**src/rtl/seven_seg_pkg.sv**
```systemverilog
// rtl/seven_seg_pkg.sv - shared types, constants and BCD decoder for the seven-segment scanner
// Contents:
//   SEG_BLANK     all segments off (active-low)
//   scan_state_t  per-slot phase: DEAD (anodes off) or ON (digit lit)
//   bcd_to_seg    4-bit code -> active-low {g,f,e,d,c,b,a}; codes 10..15 blank
package seven_seg_pkg;

  localparam logic [6:0] SEG_BLANK = 7'h7F;

  typedef enum logic {DEAD, ON} scan_state_t;

  function automatic logic [6:0] bcd_to_seg(input logic [3:0] bcd);
    logic [6:0] pattern;
    case (bcd)
      4'd0:    pattern = 7'h40;
      4'd1:    pattern = 7'h79;
      4'd2:    pattern = 7'h24;
      4'd3:    pattern = 7'h30;
      4'd4:    pattern = 7'h19;
      4'd5:    pattern = 7'h12;
      4'd6:    pattern = 7'h02;
      4'd7:    pattern = 7'h78;
      4'd8:    pattern = 7'h00;
      4'd9:    pattern = 7'h10;
      default: pattern = SEG_BLANK;
    endcase
    return pattern;
  endfunction

endpackage

```
**src/rtl/seven_seg_scanner_if.sv**
```systemverilog
// rtl/seven_seg_scanner_if.sv - data and display bundle between a digit source and the scanner
// Signals:
//   enable      scan run/hold
//   load        1-cycle strobe capturing digits_in/dp_in
//   digits_in   packed BCD digits, [3:0] = digit 0 (rightmost)
//   dp_in       decimal point per digit, 1 = lit
//   seg, dp     active-low segment and decimal-point drive
//   an          active-low anode enables
//   frame_done  1-cycle pulse after the last slot of a frame
// Modports: master = digit source / display sink, slave = scanner
interface seven_seg_scanner_if #(
  parameter int NUM_DIGITS = 4
);

  logic                    enable;
  logic                    load;
  logic [4*NUM_DIGITS-1:0] digits_in;
  logic [NUM_DIGITS-1:0]   dp_in;
  logic [6:0]              seg;
  logic                    dp;
  logic [NUM_DIGITS-1:0]   an;
  logic                    frame_done;

  modport master (
    output enable, load, digits_in, dp_in,
    input  seg, dp, an, frame_done
  );

  modport slave (
    input  enable, load, digits_in, dp_in,
    output seg, dp, an, frame_done
  );

endinterface

```
**src/rtl/seg_scan_prescaler.sv**
```systemverilog
// rtl/seg_scan_prescaler.sv - slot counter and digit index for the seven-segment scanner
// Ports:
//   clk, reset   clock, synchronous active-high reset
//   enable       counting runs when high, holds when low
//   idx          digit currently being scanned
//   slot_start   high on the last count of a slot; the next edge starts a new slot
//   dead_end     high on the last dead-time count; the next edge lights the digit
//   frame_end    slot_start on the last digit; the next edge starts a new frame
module seg_scan_prescaler #(
  parameter int NUM_DIGITS  = 4,
  parameter int REFRESH_DIV = 100000,
  parameter int DEAD_CYCLES = 1000,
  localparam int IDX_W      = $clog2(NUM_DIGITS)
) (
  input  logic             clk,
  input  logic             reset,
  input  logic             enable,
  output logic [IDX_W-1:0] idx,
  output logic             slot_start,
  output logic             dead_end,
  output logic             frame_end
);

  localparam int CNT_W = $clog2(REFRESH_DIV);
  localparam logic [CNT_W-1:0] CNT_LAST  = CNT_W'(REFRESH_DIV - 1);
  localparam logic [CNT_W-1:0] DEAD_LAST = CNT_W'(DEAD_CYCLES - 1);
  localparam logic [IDX_W-1:0] IDX_LAST  = IDX_W'(NUM_DIGITS - 1);

  logic [CNT_W-1:0] cnt;

  always_ff @(posedge clk) begin
    if (reset) begin
      cnt <= '0;
      idx <= '0;
    end else if (enable) begin
      if (cnt == CNT_LAST) begin
        cnt <= '0;
        idx <= (idx == IDX_LAST) ? '0 : idx + IDX_W'(1);
      end else begin
        cnt <= cnt + CNT_W'(1);
      end
    end
  end

  assign slot_start = enable && (cnt == CNT_LAST);
  assign dead_end   = enable && (cnt == DEAD_LAST);
  assign frame_end  = slot_start && (idx == IDX_LAST);

endmodule

```
**src/rtl/seven_seg_scanner.sv**
```systemverilog
// rtl/seven_seg_scanner.sv - double-buffered, dead-timed common-anode seven-segment scanner
// Ports:
//   clk    system clock
//   reset  synchronous, active-high reset
//   bus    seven_seg_scanner_if.slave: enable, load, digits_in, dp_in in; seg, dp, an, frame_done out
// Build option: define LEADING_ZERO_BLANK_EN to blank leading zero digits above digit 0.
module seven_seg_scanner
  import seven_seg_pkg::*;
#(
  parameter int NUM_DIGITS  = 4,
  parameter int REFRESH_DIV = 100000,
  parameter int DEAD_CYCLES = 1000
) (
  input  logic                 clk,
  input  logic                 reset,
  seven_seg_scanner_if.slave   bus
);

  localparam int IDX_W = $clog2(NUM_DIGITS);

  logic [IDX_W-1:0]        idx;
  logic                    slot_start;
  logic                    dead_end;
  logic                    frame_end;

  logic [4*NUM_DIGITS-1:0] shadow;
  logic [NUM_DIGITS-1:0]   shadow_dp;
  logic [4*NUM_DIGITS-1:0] active;
  logic [NUM_DIGITS-1:0]   active_dp;

  scan_state_t             state;
  scan_state_t             state_next;

  logic [3:0]              digit;
  logic                    digit_dp;
  logic                    blank;
  logic [NUM_DIGITS-1:0]   an_lit;
  logic [6:0]              seg_lit;

  logic [6:0]              seg_q;
  logic                    dp_q;
  logic [NUM_DIGITS-1:0]   an_q;
  logic                    frame_done_q;

  seg_scan_prescaler #(
    .NUM_DIGITS  (NUM_DIGITS),
    .REFRESH_DIV (REFRESH_DIV),
    .DEAD_CYCLES (DEAD_CYCLES)
  ) u_prescaler (
    .clk        (clk),
    .reset      (reset),
    .enable     (bus.enable),
    .idx        (idx),
    .slot_start (slot_start),
    .dead_end   (dead_end),
    .frame_end  (frame_end)
  );

  // Shadow takes every load; active only changes on a frame boundary, and a
  // load on that same cycle goes straight through so it is not a frame late.
  always_ff @(posedge clk) begin
    if (reset) begin
      shadow    <= '0;
      shadow_dp <= '0;
      active    <= '0;
      active_dp <= '0;
    end else begin
      if (bus.load) begin
        shadow    <= bus.digits_in;
        shadow_dp <= bus.dp_in;
      end
      if (frame_end) begin
        active    <= bus.load ? bus.digits_in : shadow;
        active_dp <= bus.load ? bus.dp_in : shadow_dp;
      end
    end
  end

  always_ff @(posedge clk) begin
    if (reset) begin
      state <= DEAD;
    end else begin
      state <= state_next;
    end
  end

  // Strobes are already gated by enable, so the phase freezes with the counter.
  always_comb begin
    state_next = state;
    if (slot_start) begin
      state_next = DEAD;
    end else if (dead_end) begin
      state_next = ON;
    end
  end

  always_comb begin
    digit    = '0;
    digit_dp = 1'b0;
    an_lit   = '1;
    for (int i = 0; i < NUM_DIGITS; i++) begin
      if (idx == IDX_W'(i)) begin
        digit     = active[4*i +: 4];
        digit_dp  = active_dp[i];
        an_lit[i] = 1'b0;
      end
    end
  end

`ifdef LEADING_ZERO_BLANK_EN
  // zero_above[i]: digit i and every more significant digit are zero.
  logic [NUM_DIGITS-1:0] zero_above;

  always_comb begin
    zero_above    = '0;
    zero_above[NUM_DIGITS-1] = (active[4*(NUM_DIGITS-1) +: 4] == 4'd0);
    for (int i = NUM_DIGITS - 2; i >= 1; i--) begin
      zero_above[i] = zero_above[i+1] && (active[4*i +: 4] == 4'd0);
    end
    zero_above[0] = 1'b0;
  end

  always_comb begin
    blank = 1'b0;
    for (int i = 0; i < NUM_DIGITS; i++) begin
      if (idx == IDX_W'(i)) begin
        blank = zero_above[i];
      end
    end
  end
`else
  assign blank = 1'b0;
`endif

  assign seg_lit = blank ? SEG_BLANK : bcd_to_seg(digit);

  always_ff @(posedge clk) begin
    if (reset) begin
      seg_q        <= SEG_BLANK;
      dp_q         <= 1'b1;
      an_q         <= '1;
      frame_done_q <= 1'b0;
    end else begin
      frame_done_q <= frame_end;
      if (bus.enable && state == ON) begin
        seg_q <= seg_lit;
        dp_q  <= ~digit_dp;
        an_q  <= an_lit;
      end else begin
        seg_q <= SEG_BLANK;
        dp_q  <= 1'b1;
        an_q  <= '1;
      end
    end
  end

  assign bus.seg        = seg_q;
  assign bus.dp         = dp_q;
  assign bus.an         = an_q;
  assign bus.frame_done = frame_done_q;

endmodule

```
**src/flat_wrapper.sv**
```systemverilog
// flat-port wrapper written by rule: the top's interface ports become plain ports
module seven_seg_scanner_flat import seven_seg_pkg::*;
#(
  parameter int NUM_DIGITS  = 4,
  parameter int REFRESH_DIV = 100000,
  parameter int DEAD_CYCLES = 1000
)
  (clk, reset, bus_enable, bus_load, bus_digits_in, bus_dp_in, bus_seg, bus_dp, bus_an, bus_frame_done);
  seven_seg_scanner_if #(.NUM_DIGITS(NUM_DIGITS)) bus_i ();
  input  logic clk;
  input  logic reset;
  input wire logic [$bits(bus_i.enable)-1:0] bus_enable;
  input wire logic [$bits(bus_i.load)-1:0] bus_load;
  input wire logic [$bits(bus_i.digits_in)-1:0] bus_digits_in;
  input wire logic [$bits(bus_i.dp_in)-1:0] bus_dp_in;
  output wire logic [$bits(bus_i.seg)-1:0] bus_seg;
  output wire logic [$bits(bus_i.dp)-1:0] bus_dp;
  output wire logic [$bits(bus_i.an)-1:0] bus_an;
  output wire logic [$bits(bus_i.frame_done)-1:0] bus_frame_done;
  assign bus_i.enable = bus_enable;
  assign bus_i.load = bus_load;
  assign bus_i.digits_in = bus_digits_in;
  assign bus_i.dp_in = bus_dp_in;
  assign bus_seg = bus_i.seg;
  assign bus_dp = bus_i.dp;
  assign bus_an = bus_i.an;
  assign bus_frame_done = bus_i.frame_done;
  seven_seg_scanner #(.NUM_DIGITS(NUM_DIGITS), .REFRESH_DIV(REFRESH_DIV), .DEAD_CYCLES(DEAD_CYCLES)) u_core (.clk(clk), .reset(reset), .bus(bus_i));
endmodule
```
**config.mk**
```make
export PLATFORM = sky130hd
export DESIGN_NAME = seven_seg_scanner_flat
export DESIGN_NICKNAME = d
export VERILOG_FILES = /design/src/rtl/seven_seg_pkg.sv /design/src/rtl/seven_seg_scanner_if.sv /design/src/rtl/seg_scan_prescaler.sv /design/src/rtl/seven_seg_scanner.sv /design/src/flat_wrapper.sv
export SDC_FILE = /design/constraint.sdc
export NUM_CORES = 1
export LEC_CHECK = 0
export BUFFER_PORTS_ARGS = -buffer_cell sky130_fd_sc_hd__buf_2
export CAP_MARGIN = 10
export CORE_ASPECT_RATIO = 0.9
export CORE_MARGIN = 5
export CORE_UTILIZATION = 40
export DETAILED_ROUTE_END_ITERATION = 6
export GPL_ROUTABILITY_DRIVEN = 0
export PLACE_DENSITY = 0.58
export SYNTH_ARGS = -nofsm -noshare
export SYNTH_HDL_FRONTEND = slang
export SYNTH_SLANG_ARGS = --single-unit
```
**constraint.sdc**
```tcl
create_clock -name clk -period 2.5 [get_ports clk]
set_input_delay 0.25 -clock clk [delete_from_list [all_inputs] [get_ports clk]]
set_output_delay 0.25 -clock clk [all_outputs]
set_load 0.01 [all_outputs]
```
==> impl_results.md, run 1 <==
- Ys flop type: dfxtp_1
- Fmax: 0.4443 GHz
- Initial drt markers: 49
- Placed insts: 418
- Worst-skew pair later-pin latency: 350 ps
- DR DRC count: 0
- Leak pwr: 1.356 nW
- CTS sink count: 73
- FILL cells: 741
- Total number of vias: 2252
- Dpl ws: 289.5 ps
- R2r startpoint: u_core.u_prescaler.idx[0]
- Synthesized cell area: 3084 um2
- Synth async-reset ratio: 0%
- Num rows: 30
- Root Buffer: clkbuf_8
- Syn avg cell area: 10.25 um2
- Class of the worst hold path: input pin to flop
- Final core occ: 46.42%
- Initial core utilization: 40.88%
- Number of global-route vias before repair: 2215
- Pwr Density: 632.3 nW/um2
- Max Cap Violations: 0
- Netlist cell types: 54
- Largest area contributor in the netlist: dfxtp_1
- Seq/Total Area, Yosys: 47.38%
- Final WS setup: 249.3 ps
- Antenna Cells: 0
- Storage cell area: 1461 um2
- Number of port buffers: 36
- Share of layout cells above drive strength 1: 22.78%
- Setup Viol. Count Final: 0
- H-Tree Depth: 3
- Drt wl/cell: 14.58 um
- Worst Skew: 9.982 ps
- CTS Buf Count: 9
- Min Clock Period, post-route: 2251 ps
- Commonest cells after routing, fill and taps aside: 73 x dfxtp_1, 36 x buf_2, 33 x nor2_1
- Crit path DAT: 2490 ps
- Crit. End Element: flop
- Worst R2R End: u_core.bus.seg[2]
- Resize count post-CTS: 0
- Synth area leaders: dfxtp_1 47%, mux2i_1 6.8%, o2bb2ai_2 4.9%, nor2_1 4.0%, o2bb2ai_1 2.8%
- Ys Warns: 0
- Reg2reg setup slack: 250 ps
- Setup_tns: 0 ps
- Status: complete, no violations
- Reg clk slew, reported paths: 70 ps
- Layout Area Growth over Synthesis: 13.55%
- Final Hold Fails: 0
- Top Ports: 37
- Peak VDD IR: 0.2785 mV
- Area of the multi-input gates: 1484 um2
- Nets: 363
- Startpoint types: flop
- Die ar.: 9569 um2
- Crit path from: u_core.u_prescaler.idx[0]
- Worst Path Max Fanout: 18
- CP Class: flop to flop
- Detail Route Antenna Nets: 0
- Final non-filler cell total: 434
- Setup bufs post-CTS: 0
- CP endpoint: u_core.bus.seg[2]
- Worst reg2reg path depth: 5
- Die X-Extent: 102.6 um
- GRT Residual Overflow: 0
- Post-synthesis cell count: 301
- Commonest non-fill, non-tap cell in the layout: dfxtp_1
- Net count after synthesis: 331
- Fin. max-slew vios: 0
- WL final: 6328 um
- Hold Slack: 168.9 ps
- Initial antenna violation count: 0
- Worst-margin pin slew: 663.7 ps
- Unrepaired setup endpoints after global routing: false
- Worst EP required: 2740 ps
- EDFF count, synth: 0
- Pin count of the biggest net entering global routing: 27
- Gr usage total: 14.20%
- Yosys reg bits: 73
- CORE AREA: 7545 um2
- Die Span Y: 93.31 um
- DRT Pass-1 Iters: 4
- Clock Path Buffers: 2
- Post-synth top area share: 47.38%
- Post-DP HPWL: 4474 um
- First-pass GRT wire length: 10520 um
- Tcrit/Tclk final: 90.03%
- Slew headroom: 55.75%
- Routed vias/inst: 5.189
- CTS tree: done
- # hold bufs at CTS: 0
worst min path at each step:
stage / cells past startpoint / end / slack, ps / startpoint
floorplan: 2 / u_core.shadow[0] / 420 / bus_digits_in[0]
global placement: 2 / u_core.state / 440 / u_core.state
detailed placement: 2 / u_core.state / 440 / u_core.state
CTS: 3 / u_core.shadow_dp[3] / 160 / bus_dp_in[3]
global route: 3 / u_core.shadow_dp[3] / 180 / bus_dp_in[3]
finish: 3 / u_core.shadow_dp[3] / 170 / bus_dp_in[3]
state kept, by name, indices dropped and copies added (netlist names):
register                count
u_core.u_prescaler.cnt     17
u_core.active              16
u_core.shadow              16
u_core.bus.seg              7
u_core.active_dp            4
u_core.bus.an               4
u_core.shadow_dp            4
u_core.u_prescaler.idx      2
u_core.bus.dp               1
u_core.bus.frame_done       1
u_core.state                1
cells in the mapped netlist (3+ instances only):
master     instances
dfxtp_1           73
nor2_1            33
mux2i_1           21
nand2_1           15
a21oi_1           12
o2bb2ai_1         10
o2bb2ai_2         10
inv_1              8
xor2_1             8
o21ai_0            7
buf_4              6
clkbuf_1           6
ha_1               6
nand4_1            6
a211oi_1           5
buf_2              5
nand3_1            5
nand3b_1           5
or3_1              5
nor2b_1            4
nor3b_1            4
o31ai_1            4
a21o_1             3
and2_1             3
or4_1              3
metrics by stage:
stage               instance area [um2]  power (W)
CTS                                3502   0.002242
global route                       3502   0.002305
global placement                   3306   0.001317
finish                             3502   0.002214
floorplan                          3084   0.001289
detailed placement                 3306   0.001321
logic make-up after synthesis:
| group | share of synthesized area [%] |
|---|---|
| compound gates | 18.09 |
| xor+xnor | 2.840 |
| fa+ha+maj | 2.434 |
| buf+inv | 4.706 |
| flops | 47.38 |
| mux | 6.815 |
| simple gates | 17.73 |
per-layer routing:
metal	track usage, %	up-vias	part of all wire, %	wire length, um
met3	5.071	4	5.6	353
met2	22.04	42	46	2914
li1	-	1149	-	-
met1	18.27	1057	47	2999
met4	4.590	0	0.96	61
met5	0	-	0	0
layout make-up:
type,instances,share of cell area (%)
multi-input cells,201,42.37
clock inverters,5,1.572
well taps,96,3.430
flip-flops and latches,73,41.73
repair buffers,40,6.002
inverters,8,0.8574
clock buffers,11,4.037
where the power goes:
part / total, W / leakage [nW] / switching [W] / internal [W]
Clock: 0.000923 / 0.0953 / 0.000438 / 0.000485
Combinational: 0.0000994 / 0.668 / 0.0000590 / 0.0000403
Sequential: 0.00119 / 0.593 / 0.00000723 / 0.00118
critical path, cell delays in order (launching register included):
cell and delay [ps]:
dfxtp_1 380, ha_1 600, a211oi_1 140, a221oi_1 620, o21ai_0 190, a21o_1 210
Power figures use the tool's default switching activity.
==> run 2, diff against run 1 <==
- SYNTH_HIERARCHICAL: unset -> 1
==> run 2 against run 1 <==
Against the previous run: combinational power decreased by 7.2%; critical path type unchanged; setup slack improved by 52 ps; final cell count increased by 1.4%.
==> impl_results.md, run 2 <==
- Largest area contributor in the netlist: dfxtp_1
- Number of port buffers: 36 (unchanged)
- Die X-Extent: 101.8 um (-0.79%)
- Commonest cells after routing, fill and taps aside: 73 x dfxtp_1, 61 x nor2_1, 36 x buf_2
- Fmax: 0.4548 GHz (+2.4%)
- Max Cap Violations: 0 (unchanged)
- Synth area leaders: dfxtp_1 48%, mux2i_1 8.6%, nor2_1 7.6%, a211oi_1 5.2%, ha_1 3.7%
- CP Class: flop to flop
- Worst Path Max Fanout: 41 (+23)
- Synthesized cell area: 3030 um2 (-1.7%)
- Root Buffer: clkbuf_8
- Drt wl/cell: 13.55 um (-7.0%)
- Min Clock Period, post-route: 2199 ps (-51.75 ps)
- Detail Route Antenna Nets: 0 (unchanged)
- CORE AREA: 7470 um2 (-1.0%)
- Antenna Cells: 0 (unchanged)
- CTS tree: done
- Crit. End Element: flop
- Netlist cell types: 40 (-26%)
- Peak VDD IR: 0.3507 mV (+26%)
- Synth Area in Compound Gates: 8.216% (-9.9 points)
- Die Span Y: 92.58 um (-0.78%)
- Initial drt markers: 101 (+110%)
- DR DRC count: 0 (unchanged)
- Setup Viol. Count Final: 0 (unchanged)
- Synth Area in XOR/XNOR: 4.046% (+1.2 points)
- Setup_tns: 0 ps (unchanged)
- Commonest non-fill, non-tap cell in the layout: dfxtp_1
- Post-synth top cells: 73 x dfxtp_1, 61 x nor2_1, 26 x mux2i_1
- DRT Pass-1 Iters: 4 (unchanged)
- Total number of vias: 2269 (+0.75%)
- Unrepaired setup endpoints after global routing: false
- Clock Path Buffers: 2 (unchanged)
- Final Hold Fails: 0 (unchanged)
- Syn avg cell area: 9.871 um2 (-3.7%)
- GRT Residual Overflow: 0 (unchanged)
- Worst-skew pair later-pin latency: 340 ps (about the same)
- Hold Slack: 174.3 ps (+5.444 ps)
- CTS Buf Count: 9 (unchanged)
- Most common cell in the netlist: dfxtp_1
- Status: complete, no violations
- Top Ports: 37 (unchanged)
- Routed vias/inst: 5.157 (-0.62%)
- Worst-margin pin slew: 875.0 ps (+211.3 ps)
- WL final: 5964 um (-5.8%)
- H-Tree Depth: 3 (unchanged)
- Worst Skew: 8.694 ps (-1.287 ps)
- First-pass GRT wire length: 9949 um (-5.4%)
- Crit path DAT: 2430 ps (-60 ps)
- Synth async-reset ratio: 0% (unchanged)
- Net count after synthesis: 340 (+2.7%)
- Ys Warns: 6 (+6)
- Num rows: 30 (unchanged)
- Ys flop type: dfxtp_1
- Max reg flops: 17 (unchanged)
- Number of global-route vias before repair: 2116 (-4.5%)
- Slew headroom: 41.66% (-14 points)
- Startpoint types: flop
- Tcrit/Tclk final: 87.96% (-2.1 points)
- Largest Register: u_core/u_prescaler/cnt
- Dpl ws: 272.9 ps (-16.54 ps)
- Share of layout cells above drive strength 1: 19.48% (-3.3 points)
- Post-DP HPWL: 4133 um (-7.6%)
- Pin count of the biggest net entering global routing: 50 (+85%)
- Gr usage total: 13.41% (-0.79 points)
- FILL cells: 703 (-5.1%)
- Area share of fa/ha/maj cells after synthesis: 3.716% (+1.3 points)
- Pwr Density: 634.8 nW/um2 (+0.40%)
- Reg clk slew, reported paths: 80 ps (about the same)
- Largest family of logic cells by synthesized area: simple AND/OR/NAND/NOR gates
- Post-synthesis cell count: 307 (+2.0%)
- Seq/Total Area, Yosys: 48.22% (+0.84 points)
- Initial core utilization: 40.57% (-0.31 points)
- Final WS setup: 301.1 ps (+51.75 ps)
- Initial antenna violation count: 0 (unchanged)
- Die ar.: 9420 um2 (-1.6%)
- Class of the worst hold path: input pin to flop
- Layout Area Growth over Synthesis: 15.44%
- Yosys reg bits: 73 (unchanged)
- Fin. max-slew vios: 0 (unchanged)
- Post-synth top area share: 48.22% (+0.84 points)
- # hold bufs at CTS: 0 (unchanged)
- Worst EP required: 2730 ps (about the same)
- EDFF count, synth: 0 (unchanged)
- CTS sink count: 73 (unchanged)
- Leading registers by flop count: u_core/u_prescaler/cnt: 17 flops, u_core/active: 16 flops, u_core/shadow: 16 flops
- Post-Synth Simple-Gate Area: 19.82% (+2.1 points)
- Setup bufs post-CTS: 0 (unchanged)
- Total power: 0.002221 W (+0.29%)
- Resize count post-CTS: 0 (unchanged)
- Mux cell area share after synthesis: 12.55% (+5.7 points)
- Nets: 372 (+2.5%)
- Leak pwr: 1.299 nW (-4.2%)
==> run 2: worst max-delay path: stages, from the launching register on <==
cell	delay [ps]
dfxtp_1	380
or4_4	570
nor4b_2	340
and3_1	270
buf_12	210
nor2_1	80
a211oi_1	240
==> run 2: stage by stage <==
step | cells | cell area [um2] | utilization, %
2_1_floorplan | 307 | 3030 | -
3_3_place_gp | 424 | 3288 | 44.02
3_5_place_dp | 424 | 3288 | 44.02
4_1_cts | 440 | 3492 | 46.75
5_1_grt | 440 | 3498 | 46.83
6_report | 440 | 3498 | 46.83
==> run 2: path summary, 6_finish.rpt <==
kind | startpoint | endpoint | slack [ps] | cells past startpoint
worst max-delay path | u_core/u_prescaler/cnt[11] | u_core/active[0] | 300 | 6
worst min-delay path | bus_dp_in[3] | u_core/shadow_dp[3] | 170 | 3
worst max register to register | u_core/u_prescaler/cnt[11] | u_core/active[0] | 300 | 6
worst min register to register | u_core/active_dp[2] | u_core/active_dp[2] | 490 | 2
==> run 2: layer usage <==
layer / wire, um / up-vias / global-route usage (%) / share of wire [%]
met5: 0 / - / 0 / 0
met4: 85 / 0 / 4.983 / 1.4
met1: 2955 / 1052 / 17.97 / 50
li1: - / 1159 / - / -
met2: 2642 / 51 / 20.26 / 44
met3: 281 / 7 / 3.991 / 4.7
==> run 2: where the power goes <==
group | switching, W | total, W | internal [W]
clock network | 0.000467 | 0.000936 | 0.000469
logic | 0.0000539 | 0.0000922 | 0.0000383
registers | 0.00000858 | 0.00119 | 0.00118
==> run 2: cell type report <==
class / instances / area, um2 / area share, %
clock buffers: 9 / 123.9 / 3.541
clock inverters: 7 / 80.08 / 2.289
inverters: 5 / 18.77 / 0.5365
multi-input cells: 210 / 1471 / 42.06
flip-flops and latches: 73 / 1461 / 41.77
well taps: 96 / 120.1 / 3.433
repair buffers: 40 / 222.7 / 6.366
==> run 2: cells by family after synthesis <==
logic type,Yosys count
xor+xnor,14
buf+inv,24
fa+ha+maj,9
simple gates,119
compound gates,37
flops,73
mux,31
==> run 3, diff against run 2 <==
- CORE_MARGIN: 5 -> 10
==> run 3 against run 2 <==
Against the previous run: combinational power fell by 2%; final cell count unchanged; hold slack worse by 22 ps; sequential share of layout area rose by 0.12 points.
==> impl_results.md, run 3 (synthesized netlist as in run 2, its figures left out) <==
- Buffers & Inverters on Critical Path: 1 (unchanged)
- Leading registers by flop count: u_core/u_prescaler/cnt: 17 flops, u_core/active: 16 flops, u_core/shadow: 16 flops
- Worst R2R End: u_core/active[0]
- Peak VDD IR: 0.3410 mV (-2.8%)
- Root Buffer: clkbuf_8
- Setup_tns: 0 ps (unchanged)
- Final non-filler cell total: 440 (unchanged)
- Top Ports: 37 (unchanged)
- Class of the worst hold path: input pin to flop
- Clock Path Buffers: 2 (unchanged)
- CTS Buf Count: 9 (unchanged)
- Setup Viol. Count Final: 0 (unchanged)
- Leak pwr: 1.299 nW (about the same)
- CTS tree: done
- Die X-Extent: 111.8 um (+9.8%)
- DR DRC count: 0 (unchanged)
- Routed vias/inst: 5.020 (-2.6%)
- WP depth: 6 (unchanged)
- Number of global-route vias before repair: 2193 (+3.6%)
- Startpoint types: flop
- Share of layout cells above drive strength 1: 19.19% (-0.29 points)
- Max Cap Violations: 0 (unchanged)
- Setup bufs post-CTS: 0 (unchanged)
- Commonest non-fill, non-tap cell in the layout: dfxtp_1
- Worst EP required: 2760 ps (+30 ps)
- Nets: 372 (unchanged)
- Initial core utilization: 40.57% (unchanged)
- Worst-path cell chain: or4_4, nor4b_1, and3_1, buf_12, nor2_1, a211oi_1
- Initial drt markers: 83 (-18%)
- Max reg flops: 17 (unchanged)
- Reg2reg setup slack: 210 ps (-90 ps)
- Worst Skew: 12.68 ps (+3.986 ps)
- Pin count of the biggest net entering global routing: 50 (unchanged)
- Crit path max-delay family: simple AND/OR/NAND/NOR gates
- Layout Area Growth over Synthesis: 15.11%
- Final core occ: 46.70% (-0.13 points)
- Fin. max-slew vios: 0 (unchanged)
- # hold bufs at CTS: 0 (unchanged)
- Resize count post-CTS: 0 (unchanged)
- Hold Crit Depth: 3 (unchanged)
- Status: complete, no violations
- R2r startpoint: u_core/u_prescaler/cnt[11]
- Crit path DAT: 2550 ps (+120 ps)
- Crit path from: u_core/u_prescaler/cnt[11]
- Commonest cells after routing, fill and taps aside: 73 x dfxtp_1, 61 x nor2_1, 36 x buf_2
- CTS sink count: 73 (unchanged)
- Number of port buffers: 36 (unchanged)
- First-pass GRT wire length: 10280 um (+3.3%)
- CP Class: flop to flop
- Storage cell area: 1461 um2 (unchanged)
- Largest Register: u_core/u_prescaler/cnt
- Worst reg2reg path depth: 6 (unchanged)
- Crit. End Element: flop
- Area of the multi-input gates: 1465 um2 (-0.42%)
- Crit-path max cell delay: 560 ps (about the same)
- Initial antenna violation count: 0 (unchanged)
- Num rows: 30 (unchanged)
- Slowest-stage cell, CP: or4_4
- Tcrit/Tclk final: 91.72% (+3.8 points)
- CP endpoint: u_core/active[0]
- Die ar.: 11460 um2 (+22%)
- Post-DP HPWL: 4302 um (+4.1%)
- DRT Pass-1 Iters: 4 (unchanged)
- Fmax: 0.4361 GHz (-4.1%)
- Placed insts: 424 (unchanged)
- Pwr Density: 637.6 nW/um2 (+0.44%)
- Unrepaired setup endpoints after global routing: false
- Worst Path Max Fanout: 41 (unchanged)
- Die Span Y: 102.6 um (+11%)
- Slew headroom: 43.68% (+2.0 points)
- Gr usage total: 11.13% (-2.3 points)
- H-Tree Depth: 3 (unchanged)
- Detail Route Antenna Nets: 0 (unchanged)
- Worst-skew pair later-pin latency: 360 ps (+20 ps)
- WL final: 6031 um (+1.1%)
- Hold Slack: 152.3 ps (-22.07 ps)
- Reg clk slew, reported paths: 90 ps (about the same)
- Total number of vias: 2209 (-2.6%)
- GRT Residual Overflow: 0 (unchanged)
- CORE AREA: 7470 um2 (unchanged)
- Min Clock Period, post-route: 2293 ps (+94.04 ps)
- FILL cells: 736 (+4.7%)
- Worst-margin pin slew: 844.7 ps (-30.31 ps)
- Drt wl/cell: 13.71 um (+1.1%)
- Final Hold Fails: 0 (unchanged)
- Antenna Cells: 0 (unchanged)
[run 3: stage by stage]
step                area, um2  setup slack [ps]  power (W)
finish                   3488             207.0   0.002224
global route             3488             5.331   0.002321
CTS                      3488             191.6   0.002256
detailed placement       3288             288.4   0.001312
global placement         3288             331.4   0.001311
floorplan                3030             247.8   0.001280
[run 3: power breakdown]
part	total (W)	switching [W]	internal, W
Combinational	0.0000907	0.0000525	0.0000383
Sequential	0.00119	0.00000831	0.00118
Clock	0.000941	0.000472	0.000469
[run 3: how the worst min path moves through the flow]
stage / slack [ps] / startpoint / end
final: 150 / bus_dp_in[3] / u_core/shadow_dp[3]
after CTS: 140 / bus_dp_in[3] / u_core/shadow_dp[3]
after detailed placement: 480 / u_core/active[3] / u_core/active[3]
after global routing: 150 / bus_dp_in[0] / u_core/shadow_dp[0]
after global placement: 470 / u_core/active_dp[1] / u_core/active_dp[1]
after floorplan: 320 / reset / u_core/u_prescaler/idx[0]
[run 3: cell type report]
type                            instances  share of cell area (%)
Clock buffer                            9                   3.551
Timing Repair Buffer                   40                   6.385
Tap cell                               96                   3.443
Multi-Input combinational cell        210                   42.00
Inverter                                5                  0.5380
Clock inverter                          7                   2.188
Sequential cell                        73                   41.89
[run 3: layer usage]
| metal | vias up | track usage, % | wire (um) |
|---|---|---|---|
| met3 | 7 | 4.828 | 314 |
| met5 | - | 0 | 0 |
| met2 | 39 | 16.34 | 2682 |
| li1 | 1150 | - | - |
| met1 | 1013 | 13.67 | 2951 |
| met4 | 0 | 5.528 | 82 |
[run 3: worst min-delay path, delay by kind of cell]
kind | cells | cell delay [ps]
simple gates | 1 | 80
buf+inv | 1 | 70
mux | 1 | 70
